$ cat config.mk
export PLATFORM = sky130hd
export DESIGN_NAME = hidden_layer
export DESIGN_NICKNAME = d
export VERILOG_FILES = /design/src/rtl/hidden_layer.sv
export SDC_FILE = /design/constraint.sdc
export NUM_CORES = 1
export LEC_CHECK = 0
export CAP_MARGIN = 10
export CORE_MARGIN = 3
export CORE_UTILIZATION = 25
export DETAILED_ROUTE_END_ITERATION = 6
export PLACE_DENSITY_LB_ADDON = 0.15
export SLEW_MARGIN = 20
export SYNTH_ARGS = -nofsm -noshare
export SYNTH_HDL_FRONTEND = slang
export SYNTH_SLANG_ARGS = --single-unit
$ cat constraint.sdc
create_clock -name clk -period 14.45 [get_ports clk]
set_input_delay 2.89 -clock clk [delete_from_list [all_inputs] [get_ports clk]]
set_output_delay 2.89 -clock clk [all_outputs]
set_load 0.03 [all_outputs]
$ cat src/rtl/hidden_layer.sv
`default_nettype none
// ============================================================================
//  Module      : hidden_layer
//  Description : Two-layer fixed-point MLP core (10 inputs -> 5 hidden ->
//                3 outputs). One serial signed MAC evaluates one weight per
//                cycle from an internal, loadable 65-entry weight memory.
//
//  Ports
//    clk          rising-edge clock
//    rst_n        asynchronous active-low reset
//    i_we         weight-load request (acted on only in IDLE)
//    i_in         run enable: start / continue inference
//    i_in_val     10 x 10-bit unsigned features, feature i at [i*10 +: 10]
//                 (feature 0 doubles as weight write data while loading)
//    o_out_val    5 x 10-bit hidden activations, neuron j at [j*10 +: 10]
//    o_out_val1   3 x 10-bit output activations, neuron k at [k*10 +: 10]
//    o_state      current FSM state code
//    o_address    current weight-memory address
//
//  Revision    : 1.0  initial release
// ============================================================================
module hidden_layer #(
    parameter int                 FRAC  = 0,
    parameter logic signed [9:0]  WINIT = 10'sd1
) (
    input  logic         clk,
    input  logic         rst_n,
    input  logic         i_we,
    input  logic         i_in,
    input  logic [99:0]  i_in_val,
    output logic [49:0]  o_out_val,
    output logic [29:0]  o_out_val1,
    output logic [3:0]   o_state,
    output logic [6:0]   o_address
);

    localparam logic [6:0] c_ADDR_HLAST = 7'd49;   // last hidden-layer weight
    localparam logic [6:0] c_ADDR_OLAST = 7'd64;   // last output-layer weight

    typedef enum logic [3:0] {
        S_IDLE = 4'd0,
        S_LOAD = 4'd1,
        S_HMAC = 4'd2,
        S_OMAC = 4'd3,
        S_DONE = 4'd4
    } state_t;

    // ------------------------------------------------------------------
    // Registers
    // ------------------------------------------------------------------
    state_t              r_state;
    logic [6:0]          r_addr;
    logic [3:0]          r_sub;     // input index within the current neuron
    logic [2:0]          r_neu;     // neuron index within the current layer
    logic signed [25:0]  r_acc;
    logic signed [9:0]   r_w    [0:64];
    logic [9:0]          r_out  [0:4];
    logic [9:0]          r_out1 [0:2];

    // ------------------------------------------------------------------
    // Next-state / control wires
    // ------------------------------------------------------------------
    state_t              w_state_nxt;
    logic [6:0]          w_addr_nxt;
    logic [3:0]          w_sub_nxt;
    logic [2:0]          w_neu_nxt;
    logic                w_acc_clr;
    logic                w_mac_en;
    logic                w_wr_en;
    logic                w_h_wr;
    logic                w_o_wr;

    // Datapath wires
    logic [9:0]          w_in [0:9];
    logic [9:0]          w_x;
    logic signed [9:0]   w_w_sel;
    logic signed [20:0]  w_prod;
    logic signed [25:0]  w_acc_sum;
    logic [9:0]          w_act;

    // ------------------------------------------------------------------
    // Unpack the flat feature bus and pack the activation arrays
    // ------------------------------------------------------------------
    genvar gi;
    generate
        for (gi = 0; gi < 10; gi++) begin : g_in_unpack
            assign w_in[gi] = i_in_val[gi*10 +: 10];
        end
        for (gi = 0; gi < 5; gi++) begin : g_out_pack
            assign o_out_val[gi*10 +: 10] = r_out[gi];
        end
        for (gi = 0; gi < 3; gi++) begin : g_out1_pack
            assign o_out_val1[gi*10 +: 10] = r_out1[gi];
        end
    endgenerate

    assign o_state   = r_state;
    assign o_address = r_addr;

    // ------------------------------------------------------------------
    // Activation: scale, ReLU, saturate to 10 unsigned bits
    // ------------------------------------------------------------------
    function automatic logic [9:0] act(input logic signed [25:0] a);
        logic signed [25:0] y;
        y = a >>> FRAC;
        if (y[25])
            act = 10'd0;
        else if (y > 26'sd1023)
            act = 10'd1023;
        else
            act = y[9:0];
    endfunction

    // ------------------------------------------------------------------
    // MAC datapath (combinational part)
    // ------------------------------------------------------------------
    always_comb begin
        w_x = 10'd0;
        if (r_state == S_OMAC)
            w_x = r_out[r_sub[2:0]];
        else
            w_x = w_in[r_sub];
    end

    assign w_w_sel   = r_w[r_addr];
    // Features are unsigned: a zero MSB keeps them positive in the signed product.
    assign w_prod    = $signed({1'b0, w_x}) * w_w_sel;
    assign w_acc_sum = r_acc + {{5{w_prod[20]}}, w_prod};
    assign w_act     = act(w_acc_sum);

    // ------------------------------------------------------------------
    // FSM next-state and control
    // ------------------------------------------------------------------
    always_comb begin
        w_state_nxt = r_state;
        w_addr_nxt  = r_addr;
        w_sub_nxt   = r_sub;
        w_neu_nxt   = r_neu;
        w_acc_clr   = 1'b0;
        w_mac_en    = 1'b0;
        w_wr_en     = 1'b0;
        w_h_wr      = 1'b0;
        w_o_wr      = 1'b0;

        case (r_state)
            S_IDLE: begin
                if (i_we) begin
                    w_state_nxt = S_LOAD;
                    w_addr_nxt  = 7'd0;
                end else if (i_in) begin
                    w_state_nxt = S_HMAC;
                    w_addr_nxt  = 7'd0;
                    w_sub_nxt   = 4'd0;
                    w_neu_nxt   = 3'd0;
                    w_acc_clr   = 1'b1;
                end
            end

            S_LOAD: begin
                // The current cycle always writes; dropping WE ends the load
                // after this final word.
                w_wr_en = 1'b1;
                if ((r_addr == c_ADDR_OLAST) || !i_we) begin
                    w_state_nxt = S_IDLE;
                    w_addr_nxt  = 7'd0;
                end else begin
                    w_addr_nxt  = r_addr + 7'd1;
                end
            end

            S_HMAC: begin
                w_mac_en   = 1'b1;
                w_addr_nxt = r_addr + 7'd1;
                if (r_sub == 4'd9) begin
                    w_h_wr    = 1'b1;
                    w_acc_clr = 1'b1;
                    w_sub_nxt = 4'd0;
                    w_neu_nxt = r_neu + 3'd1;
                end else begin
                    w_sub_nxt = r_sub + 4'd1;
                end
                if (r_addr == c_ADDR_HLAST) begin
                    w_state_nxt = S_OMAC;
                    w_neu_nxt   = 3'd0;
                end
            end

            S_OMAC: begin
                w_mac_en = 1'b1;
                if (r_sub == 4'd4) begin
                    w_o_wr    = 1'b1;
                    w_acc_clr = 1'b1;
                    w_sub_nxt = 4'd0;
                    w_neu_nxt = r_neu + 3'd1;
                end else begin
                    w_sub_nxt = r_sub + 4'd1;
                end
                if (r_addr == c_ADDR_OLAST)
                    w_state_nxt = S_DONE;
                else
                    w_addr_nxt  = r_addr + 7'd1;
            end

            S_DONE: begin
                w_addr_nxt = 7'd0;
                if (i_in) begin
                    w_state_nxt = S_HMAC;
                    w_sub_nxt   = 4'd0;
                    w_neu_nxt   = 3'd0;
                    w_acc_clr   = 1'b1;
                end else begin
                    w_state_nxt = S_IDLE;
                end
            end

            default: begin
                w_state_nxt = S_IDLE;
                w_addr_nxt  = 7'd0;
            end
        endcase
    end

    // ------------------------------------------------------------------
    // FSM state and sequencing counters
    // ------------------------------------------------------------------
    always_ff @(posedge clk or negedge rst_n) begin
        if (!rst_n) begin
            r_state <= S_IDLE;
            r_addr  <= 7'd0;
            r_sub   <= 4'd0;
            r_neu   <= 3'd0;
        end else begin
            r_state <= w_state_nxt;
            r_addr  <= w_addr_nxt;
            r_sub   <= w_sub_nxt;
            r_neu   <= w_neu_nxt;
        end
    end

    // ------------------------------------------------------------------
    // Accumulator and activation registers
    // ------------------------------------------------------------------
    always_ff @(posedge clk or negedge rst_n) begin
        if (!rst_n) begin
            r_acc <= 26'sd0;
            for (int j = 0; j < 5; j++) r_out[j]  <= 10'd0;
            for (int k = 0; k < 3; k++) r_out1[k] <= 10'd0;
        end else begin
            if (w_acc_clr)
                r_acc <= 26'sd0;
            else if (w_mac_en)
                r_acc <= w_acc_sum;
            if (w_h_wr)
                r_out[r_neu] <= w_act;
            if (w_o_wr)
                r_out1[r_neu[1:0]] <= w_act;
        end
    end

    // ------------------------------------------------------------------
    // Weight memory
    // ------------------------------------------------------------------
    always_ff @(posedge clk or negedge rst_n) begin
        if (!rst_n) begin
            for (int a = 0; a < 65; a++) r_w[a] <= WINIT;
        end else if (w_wr_en && (r_addr <= c_ADDR_OLAST)) begin
            r_w[r_addr] <= $signed(i_in_val[9:0]);
        end
    end

endmodule
`default_nettype wire

==> results.yml, run 1 <==
clock_tree:
  cts.sinks: 773
  cts_root_buffer: "clkbuf_16"
  clockBufferDepth: 3
  clkSlewWorstSetupHoldPaths_ns: 0.06
  htreeDepth: 3
  postCtsSetupBuffers: 0
  worstSkewPairLatency_ns: 0.70
  cts_inserted_buffers: 92
  cts_hold_buf: 0
  cts_tree: "done"
  cts_resized: 0
placement:
  place.gp.congestion: 0.800
  io_buffers: 193
  dpl.hpwl_mm: 89.1
  dp_slack_ns: 1.64
logic_synthesis:
  syn_nets: 3535
  synthesis.area_um2: 39500
  synth_cell_type_count: 85
  avgSynthCellArea_um2: 12.1
  synth-edff-count: 0
  ys.flop_type: "dfrtp_1"
  ys_ff_latch: 773
  synthTopCellsByArea: "dfrtp_1 (45%), mux2_2 (19%), dfstp_2 (4.3%), a22oi_1 (4.0%), ha_1 (3.3%)"
  netlist_instances: 3263
  yosysSeqAreaShare: 0.491
  synth_top_area_share: 0.448
  ys_async_sr_fraction: 1.00
  synth_warnings: 0
  yosysTopAreaCell: "dfrtp_1"
  synthTopCellsByCount: "dfrtp_1 (708), mux2_2 (662), a22oi_1 (213)"
  yosysMostFrequentCell: "dfrtp_1"
floorplanning:
  ioPinCount: 195
  std_cell_rows: 145
  coreArea_um2: 157000
  die_h_um: 404
  start_util: 0.252
  die_area_um2: 163000
  die_w_um: 404
timing:
  report.final.setup_viol: 0
  skew_ns: 0.0595
  period_needed_ns: 12.05
  setup_ws_ns: 2.40
  drv_slew: 0
  setup_tns_ns: 0
  rsz0062_at_grt: "false"
  post-route-period-util: 0.834
  fmax_ghz: 0.0830
  worst_slew_margin_rel: 0.233
  hold_violations: 0
  worst_pin_slew_ns: 1.15
routing:
  viasPerCell: 5.03
  drc_errors: 0
  wirelength_mm: 140
  wire_per_inst_um: 25.1
  initialDrtViolationCount: 1949
  via_count: 28054
  ant_nets: 0
  first_pass_iters: 6
global_route:
  grt_max_degree: 116
  grt_pass1_wl_mm: 208
  grtUsageTotal: 0.169
  overflow: 0
  antenna_found_initial: 7
  grt_pass1_vias: 29216
worst_setup_path:
  worstSetupPathType: "in2reg"
  cp-start-kind: "input port"
  cp.required_ns: 14.99
  max_stage_delay_ns: 0.84
  endpoint_kind: "register"
  cp_common_cell: "fa_1"
  crit_fanout: 11
  crit_path_start: "i_in_val[32]"
  cp.arrival_ns: 12.59
  r2r-start: "o_address[2]"
  critical-path-slowest-cell: "xnor2_1"
worst_hold_path:
  hold_path.startpoint: "o_out_val1[10]"
  hold_path.class: "reg2reg"
cells_and_area:
  finalCoreUtilization: 0.301
  nets: 3713
  area_delta_synth_final_pct: 19.1
  layout-drive-gt1-share: 0.303
outcome:
  status: "finished, final reports clean"
run:
  max_cap_violations: 0
## layout by cell type (no fill, tap or decap), types with 6 or more instances in the layout
cell type / Yosys / layout
a221oi_1: 65 / 65
dfstp_2: 65 / 65
o21ai_0: 64 / 64
clkbuf_1: 152 / 22
clkbuf_8: 0 / 22
and2_1: 6 / 6
buf_4: 1 / 92
clkinvlp_4: 0 / 6
a211oi_1: 8 / 8
buf_2: 34 / 10
mux2_2: 662 / 662
nand3_1: 33 / 33
xor2_1: 14 / 14
dfrtp_1: 708 / 704
nor2b_1: 26 / 25
o31ai_1: 8 / 8
mux2i_1: 7 / 7
nand2_1: 211 / 211
nand2b_1: 47 / 47
clkdlybuf4s50_1: 0 / 182
xnor2_1: 28 / 28
a21oi_1: 71 / 70
a31oi_1: 19 / 19
nor3_1: 19 / 15
o21a_1: 7 / 7
clkbuf_16: 0 / 92
a22o_1: 56 / 56
inv_1: 102 / 102
nor3_4: 8 / 10
clkinv_2: 0 / 18
buf_12: 0 / 6
o211ai_1: 19 / 19
nor2_1: 152 / 146
ha_1: 104 / 104
fa_1: 64 / 64
a21o_1: 11 / 11
a22oi_1: 213 / 213
o21ai_1: 71 / 71
nand4_1: 67 / 67
mux4_2: 35 / 35
## routing by layer
layer,GRT usage,vias to the layer above,wire length [µm]
met5,0,-,0
met4,0.0388,0,2620
met3,0.0271,147,6800
met2,0.275,626,64600
met1,0.237,14914,65800
li1,-,12367,-
## critical path, delay by kind of cell
kind            cells  cell delay, ns
fa+ha+maj           7            3.28
compound gates     11            2.60
simple gates        7            1.74
xor+xnor            2            0.94
buf+inv             4            0.62
mux                 1            0.50
## stage by stage
stage	instances	cell area, µm²	hold slack, ns
floorplan	3263	39500	0.473
global placement	5405	44000	0.467
detailed placement	5405	44100	0.475
CTS	5574	47100	0.488
global route	5574	47100	0.504
finish	5575	47100	0.479
## sequential cells by signal, indices dropped and copies added (netlist names)
register	cells
r_w	650
o_out_val	50
o_out_val1	30
r_acc	26
o_address	7
r_sub	4
o_state	3
r_neu	3
## path summary, 6_finish.rpt
| check | slack, ns | cells after the start | to |
|---|---|---|---|
| min in group asynchronous | 2.29 | 1 | r_w[169] |
| min reg2reg | 0.48 | 2 | o_out_val1[10] |
| min | 0.48 | 2 | o_out_val1[10] |
| max reg2reg | 2.54 | 38 | o_out_val1[13] |
| max in group asynchronous | 9.34 | 4 | r_w[464] |
| max | 2.40 | 32 | o_out_val1[13] |
## final cells by class
cell class | count | area [µm²]
Fill cell | 15978 | 109000
Sequential cell | 773 | 19400
Multi-Input combinational cell | 2177 | 19000
Timing Repair Buffer | 291 | 2700
Clock buffer | 136 | 2690
Tap cell | 2058 | 2570
Inverter | 106 | 398
Clock inverter | 33 | 325
Antenna cell | 1 | 2.50
## cell families (layout without fill, tap and decap cells)
| logic type | after synthesis | count (layout) | synth area share |
|---|---|---|---|
| DFF | 773 | 773 | 0.491 |
| muxes | 704 | 704 | 0.210 |
| AOI/OAI and AO/OA | 661 | 661 | 0.118 |
| and+or+nand+nor | 600 | 600 | 0.0741 |
| buffers and inverters | 313 | 566 | 0.0311 |
| adders and majority gates | 168 | 168 | 0.0653 |
| xor gates and xnor gates | 43 | 43 | 0.00988 |
| other | 1 | 2 | 0.0000949 |
Power of run 1 is left out: the tool's default activity adds up to more than one toggle a clock period on the data nets, which glitch-free logic cannot reach.
==> run 2: changes to the inputs <==
==> constraint.sdc (replaced) <==
create_clock -name clk -period 11.77 [get_ports clk]
set_input_delay 2.354 -clock clk [delete_from_list [all_inputs] [get_ports clk]]
set_output_delay 2.354 -clock clk [all_outputs]
set_load 0.03 [all_outputs]
==> run 2 against run 1 <==
The flow now finishes with violations (DRC). Worst setup slack worse by 1.8 ns. Clock skew fell by 0.021 ns. Via count rose by 0.42%. Register-to-register slack got worse by 2.0 ns. Cell area increased by 1.6%. Global-route usage increased by 0.13 points.
==> results.yml, run 2 (same netlist as run 1, synthesis figures left out) <==
cells_and_area:
  final_cell_mix: "dfrtp_1 (704), mux2_2 (662), a22oi_1 (213)"
  nets: 3752
  area_delta_synth_final_pct: 21.0
  largest_register_ffs: 650
  final_common_cell: "dfrtp_1"
  layout-drive-gt1-share: 0.311
  top_register: "r_w"
routing:
  via_count: 28171
  initialDrtViolationCount: 1944
  first_pass_iters: 7
  wire_per_inst_um: 25.0
  viasPerCell: 5.01
  ant_nets: 0
  drc_errors: 2
  wirelength_mm: 140
global_route:
  overflow: 0
  grt_max_degree: 161
  met3_usage: 0.0227
  antenna_found_initial: 3
  grtUsageTotal: 0.171
  busiest_layer: "met2"
  grt_pass1_wl_mm: 209
  use_met1: 0.246
  grt.met2_usage: 0.270
  grt_pass1_vias: 29418
timing:
  setup_ws_ns: 0.584
  rsz0062_at_grt: "false"
  period_needed_ns: 11.19
  post-route-period-util: 0.950
  holdWs_ns: 0.483
  worst_slew_margin_rel: 0.232
  hold_violations: 0
  worst_pin_slew_ns: 1.15
  skew_ns: 0.0385
  setup_tns_ns: 0
  fmax_ghz: 0.0894
  drv_slew: 0
  report.final.setup_viol: 0
worst_setup_path:
  reg2reg_depth: 37
  max_stage_delay_ns: 0.73
  worstSetupPathType: "reg2reg"
  path_depth: 37
  cp_common_cell: "fa_1"
  critical-path-slowest-cell: "or4b_4"
  cp_top_family: "simple AND/OR/NAND/NOR gates"
  crit_fanout: 21
  cp.arrival_ns: 11.74
  endpoint_kind: "register"
  cp.required_ns: 12.33
  cp.buffers_inverters: 7
  cp-start-kind: "register"
floorplanning:
  std_cell_rows: 145
  die_w_um: 404
  die_h_um: 404
  start_util: 0.252
  ioPinCount: 195
  die_area_um2: 163000
  coreArea_um2: 157000
placement:
  dpl.hpwl_mm: 91.7
  place.gp.congestion: 0.780
  io_buffers: 193
  dp_slack_ns: 0.139
clock_tree:
  cts_inserted_buffers: 92
  clkSlewWorstSetupHoldPaths_ns: 0.06
  htreeDepth: 3
  worstSkewPairLatency_ns: 0.70
  cts.sinks: 773
  clockBufferDepth: 3
  cts_tree: "done"
  cts_root_buffer: "clkbuf_16"
run:
  max_cap_violations: 0
outcome:
  status: "complete, but fails checks"
  violations: "DRC"
worst_hold_path:
  holdPathStages: 2
  hold_path.class: "reg2reg"
## run 2: cell types whose count changed in the layout (fill, tap and decap cells not counted), sizes merged
cell / change
buf: +39
clkinv: -11
bufinv: +10
clkbuf: +6
clkinvlp: -1
## run 2: per-stage QoR
| step | cells | area [µm²] | util |
|---|---|---|---|
| after floorplan | 3263 | 39500 | - |
| after global placement | 5444 | 44500 | 0.284 |
| after detailed placement | 5444 | 44500 | 0.284 |
| after CTS | 5617 | 47800 | 0.305 |
| after global routing | 5617 | 47800 | 0.305 |
| final | 5618 | 47800 | 0.305 |
## run 2: cell type report
type	instances	area, µm²
tap	2058	2570
clock buffer	142	2730
antenna	1	2.50
timing repair buffer	330	3140
multi-input combinational	2177	19000
sequential	773	19400
clock inverter	31	562
inverter	106	398
fill	16043	109000
## run 2: layer usage
metal / vias to the layer above / part of all wire
li1: 12459 / -
met1: 14977 / 0.49
met2: 591 / 0.45
met3: 144 / 0.041
met4: 0 / 0.020
met5: - / 0
## run 2: timing repair
| item | 4_1_cts | 5_1_grt |
|---|---|---|
| hold buffers | 0 | 0 |
| hold endpoints to repair | 0 | 0 |
| gates resized for setup | 0 | 3 |
| endpoints found under the setup margin | 0 | 49 |
| setup buffers | 0 | 0 |
## run 2: final timing paths
| path | end | slack (ns) | from |
|---|---|---|---|
| worst max register to register | o_out_val1[14] | 0.58 | o_address[1] |
| max in group asynchronous | r_sub[0] | 7.67 | rst_n |
| worst min-delay path | o_out_val1[8] | 0.48 | o_out_val1[8] |
| worst max-delay path | o_out_val1[14] | 0.58 | o_address[1] |
| worst min register to register | o_out_val1[8] | 0.48 | o_out_val1[8] |
| min in group asynchronous | r_w[169] | 1.71 | rst_n |
## run 2: worst reg2reg max path, delay by kind of cell, from the launching register on
family | cells | cell delay [ns]
compound gates | 10 | 1.51
fa+ha+maj | 7 | 3.32
xor+xnor | 1 | 0.14
buf+inv | 7 | 1.37
simple gates | 11 | 3.52
flops | 1 | 0.65
mux | 1 | 0.51
Power of run 2 is left out for the same reason.
==> run 3: changes to the inputs <==
--- a/config.mk
+++ b/config.mk
@@ -9,6 +9,7 @@
 export CORE_MARGIN = 3
 export CORE_UTILIZATION = 25
 export DETAILED_ROUTE_END_ITERATION = 6
+export GPL_ROUTABILITY_DRIVEN = 0
 export PLACE_DENSITY_LB_ADDON = 0.15
 export SLEW_MARGIN = 20
 export SYNTH_ARGS = -nofsm -noshare
==> constraint.sdc (replaced) <==
create_clock -name clk -period 12.6 [get_ports clk]
set_input_delay 2.52 -clock clk [delete_from_list [all_inputs] [get_ports clk]]
set_output_delay 2.52 -clock clk [all_outputs]
set_load 0.03 [all_outputs]
==> run 3 against run 2 <==
The run now ends clean. Fmax decreased by 3.1%. Clock skew increased by 0.0081 ns. First-iteration DRC count decreased by 5.9%. Register-to-register slack improved by 0.48 ns. Largest cell class unchanged.
==> results.yml, run 3 (same netlist as run 1, synthesis figures left out) <==
worst_setup_path:
  regToRegSetupSlack_ns: 1.06
  cp_top_family: "compound AO/OA/AOI/OAI gates"
  critical-path-slowest-cell: "dfrtp_1"
  cp.arrival_ns: 12.13
  cp.required_ns: 13.19
  max_stage_delay_ns: 1.01
  cp.buffers_inverters: 6
  crit_fanout: 28
  reg2reg_depth: 38
  cp_common_cell: "fa_1"
  r2r-start: "o_address[2]"
  cp-start-kind: "register"
  endpoint_kind: "register"
  worstSetupPathType: "reg2reg"
  r2r-end: "o_out_val[3]"
timing:
  hold_violations: 0
  setup_tns_ns: 0
  post-route-period-util: 0.916
  worst_pin_slew_ns: 1.17
  report.final.setup_viol: 0
  worst_slew_margin_rel: 0.220
  skew_ns: 0.0466
  rsz0062_at_grt: "false"
  fmax_ghz: 0.0867
  period_needed_ns: 11.54
  drv_slew: 0
routing:
  viasPerCell: 5.02
  ant_nets: 0
  wire_per_inst_um: 25.0
  first_pass_iters: 5
  via_count: 28113
  drc_errors: 0
  wirelength_mm: 140
  initialDrtViolationCount: 1830
floorplanning:
  std_cell_rows: 145
  start_util: 0.252
  ioPinCount: 195
  die_area_um2: 163000
  die_h_um: 404
  coreArea_um2: 157000
  die_w_um: 404
worst_hold_path:
  min_to: "o_out_val1[7]"
  hold_path.startpoint: "o_out_val1[7]"
  holdPathStages: 2
  hold_path.class: "reg2reg"
clock_tree:
  cts_inserted_buffers: 94
  cts_resized: 0
  clkSlewWorstSetupHoldPaths_ns: 0.06
  cts_hold_buf: 0
  clockBufferDepth: 3
  postCtsSetupBuffers: 0
  cts_root_buffer: "clkbuf_16"
  htreeDepth: 3
  worstSkewPairLatency_ns: 0.71
  cts.sinks: 773
  cts_tree: "done"
cells_and_area:
  final_common_cell: "dfrtp_1"
  top_register: "r_w"
  stdcell_count: 5602
  nets: 3733
  area_delta_synth_final_pct: 20.0
  largest_register_ffs: 650
  final_cell_mix: "dfrtp_1 (704), mux2_2 (662), a22oi_1 (213)"
  layout-drive-gt1-share: 0.309
outcome:
  status: "finished, final reports clean"
global_route:
  grt_pass1_vias: 29050
  grtUsageTotal: 0.169
  grt_max_degree: 151
  antenna_found_initial: 1
  overflow: 0
  grt_pass1_wl_mm: 207
placement:
  dpl.hpwl_mm: 91.1
  dp.cells: 5423
  io_buffers: 193
run:
  max_cap_violations: 0
[run 3: cell types whose count changed in the layout (fill, tap and decap cells not counted), sizes merged]
cell      before  now
buf          148  127
clkinv        14   32
diode          1    2
clkbuf       142  132
bufinv        12    5
clkinvlp       5    6
inv          106  108
[run 3: cell type report]
type	instances	area, µm²
Antenna cell	2	5.00
Clock buffer	132	2700
Clock inverter	45	478
Fill cell	16023	109000
Inverter	106	398
Multi-Input combinational cell	2177	19000
Sequential cell	773	19400
Tap cell	2058	2570
Timing Repair Buffer	309	2900
[run 3: how the worst max path moves through the flow]
stage / startpoint / end / depth (start not counted)
final: o_address[2] / o_out_val[3] / 38
after global routing: o_address[2] / o_out_val[16] / 38
after CTS: o_address[2] / o_out_val[10] / 36
after detailed placement: i_in_val[34] / o_out_val1[6] / 31
after global placement: i_in_val[34] / o_out_val1[10] / 31
after floorplan: i_in_val[33] / o_out_val1[11] / 33
[run 3: per-layer routing]
metal	share of wire	vias up	global-route usage
met2	0.46	634	0.271
li1	-	12441	-
met5	0	-	0
met3	0.042	125	0.0237
met1	0.49	14913	0.241
met4	0.017	0	0.0379
[run 3: worst register-to-register path, delay by kind of cell, from the launching register on]
kind	cells	cell delay, ns
compound gates	16	3.91
fa+ha+maj	7	3.27
simple gates	7	1.58
flops	1	1.01
buf+inv	6	0.93
xor+xnor	2	0.76
[run 3: per-stage QoR]
step / hold WS, ns / util / worst slack [ns] / area (µm²)
2_1_floorplan: 0.473 / - / 1.98 / 39500
3_3_place_gp: 0.466 / 0.283 / 0.548 / 44200
3_5_place_dp: 0.475 / 0.283 / 0.488 / 44300
4_1_cts: 0.488 / 0.303 / 0.995 / 47400
5_1_grt: 0.503 / 0.303 / 0.373 / 47400
6_report: 0.486 / 0.303 / 1.06 / 47400
Power of run 3 is left out for the same reason.
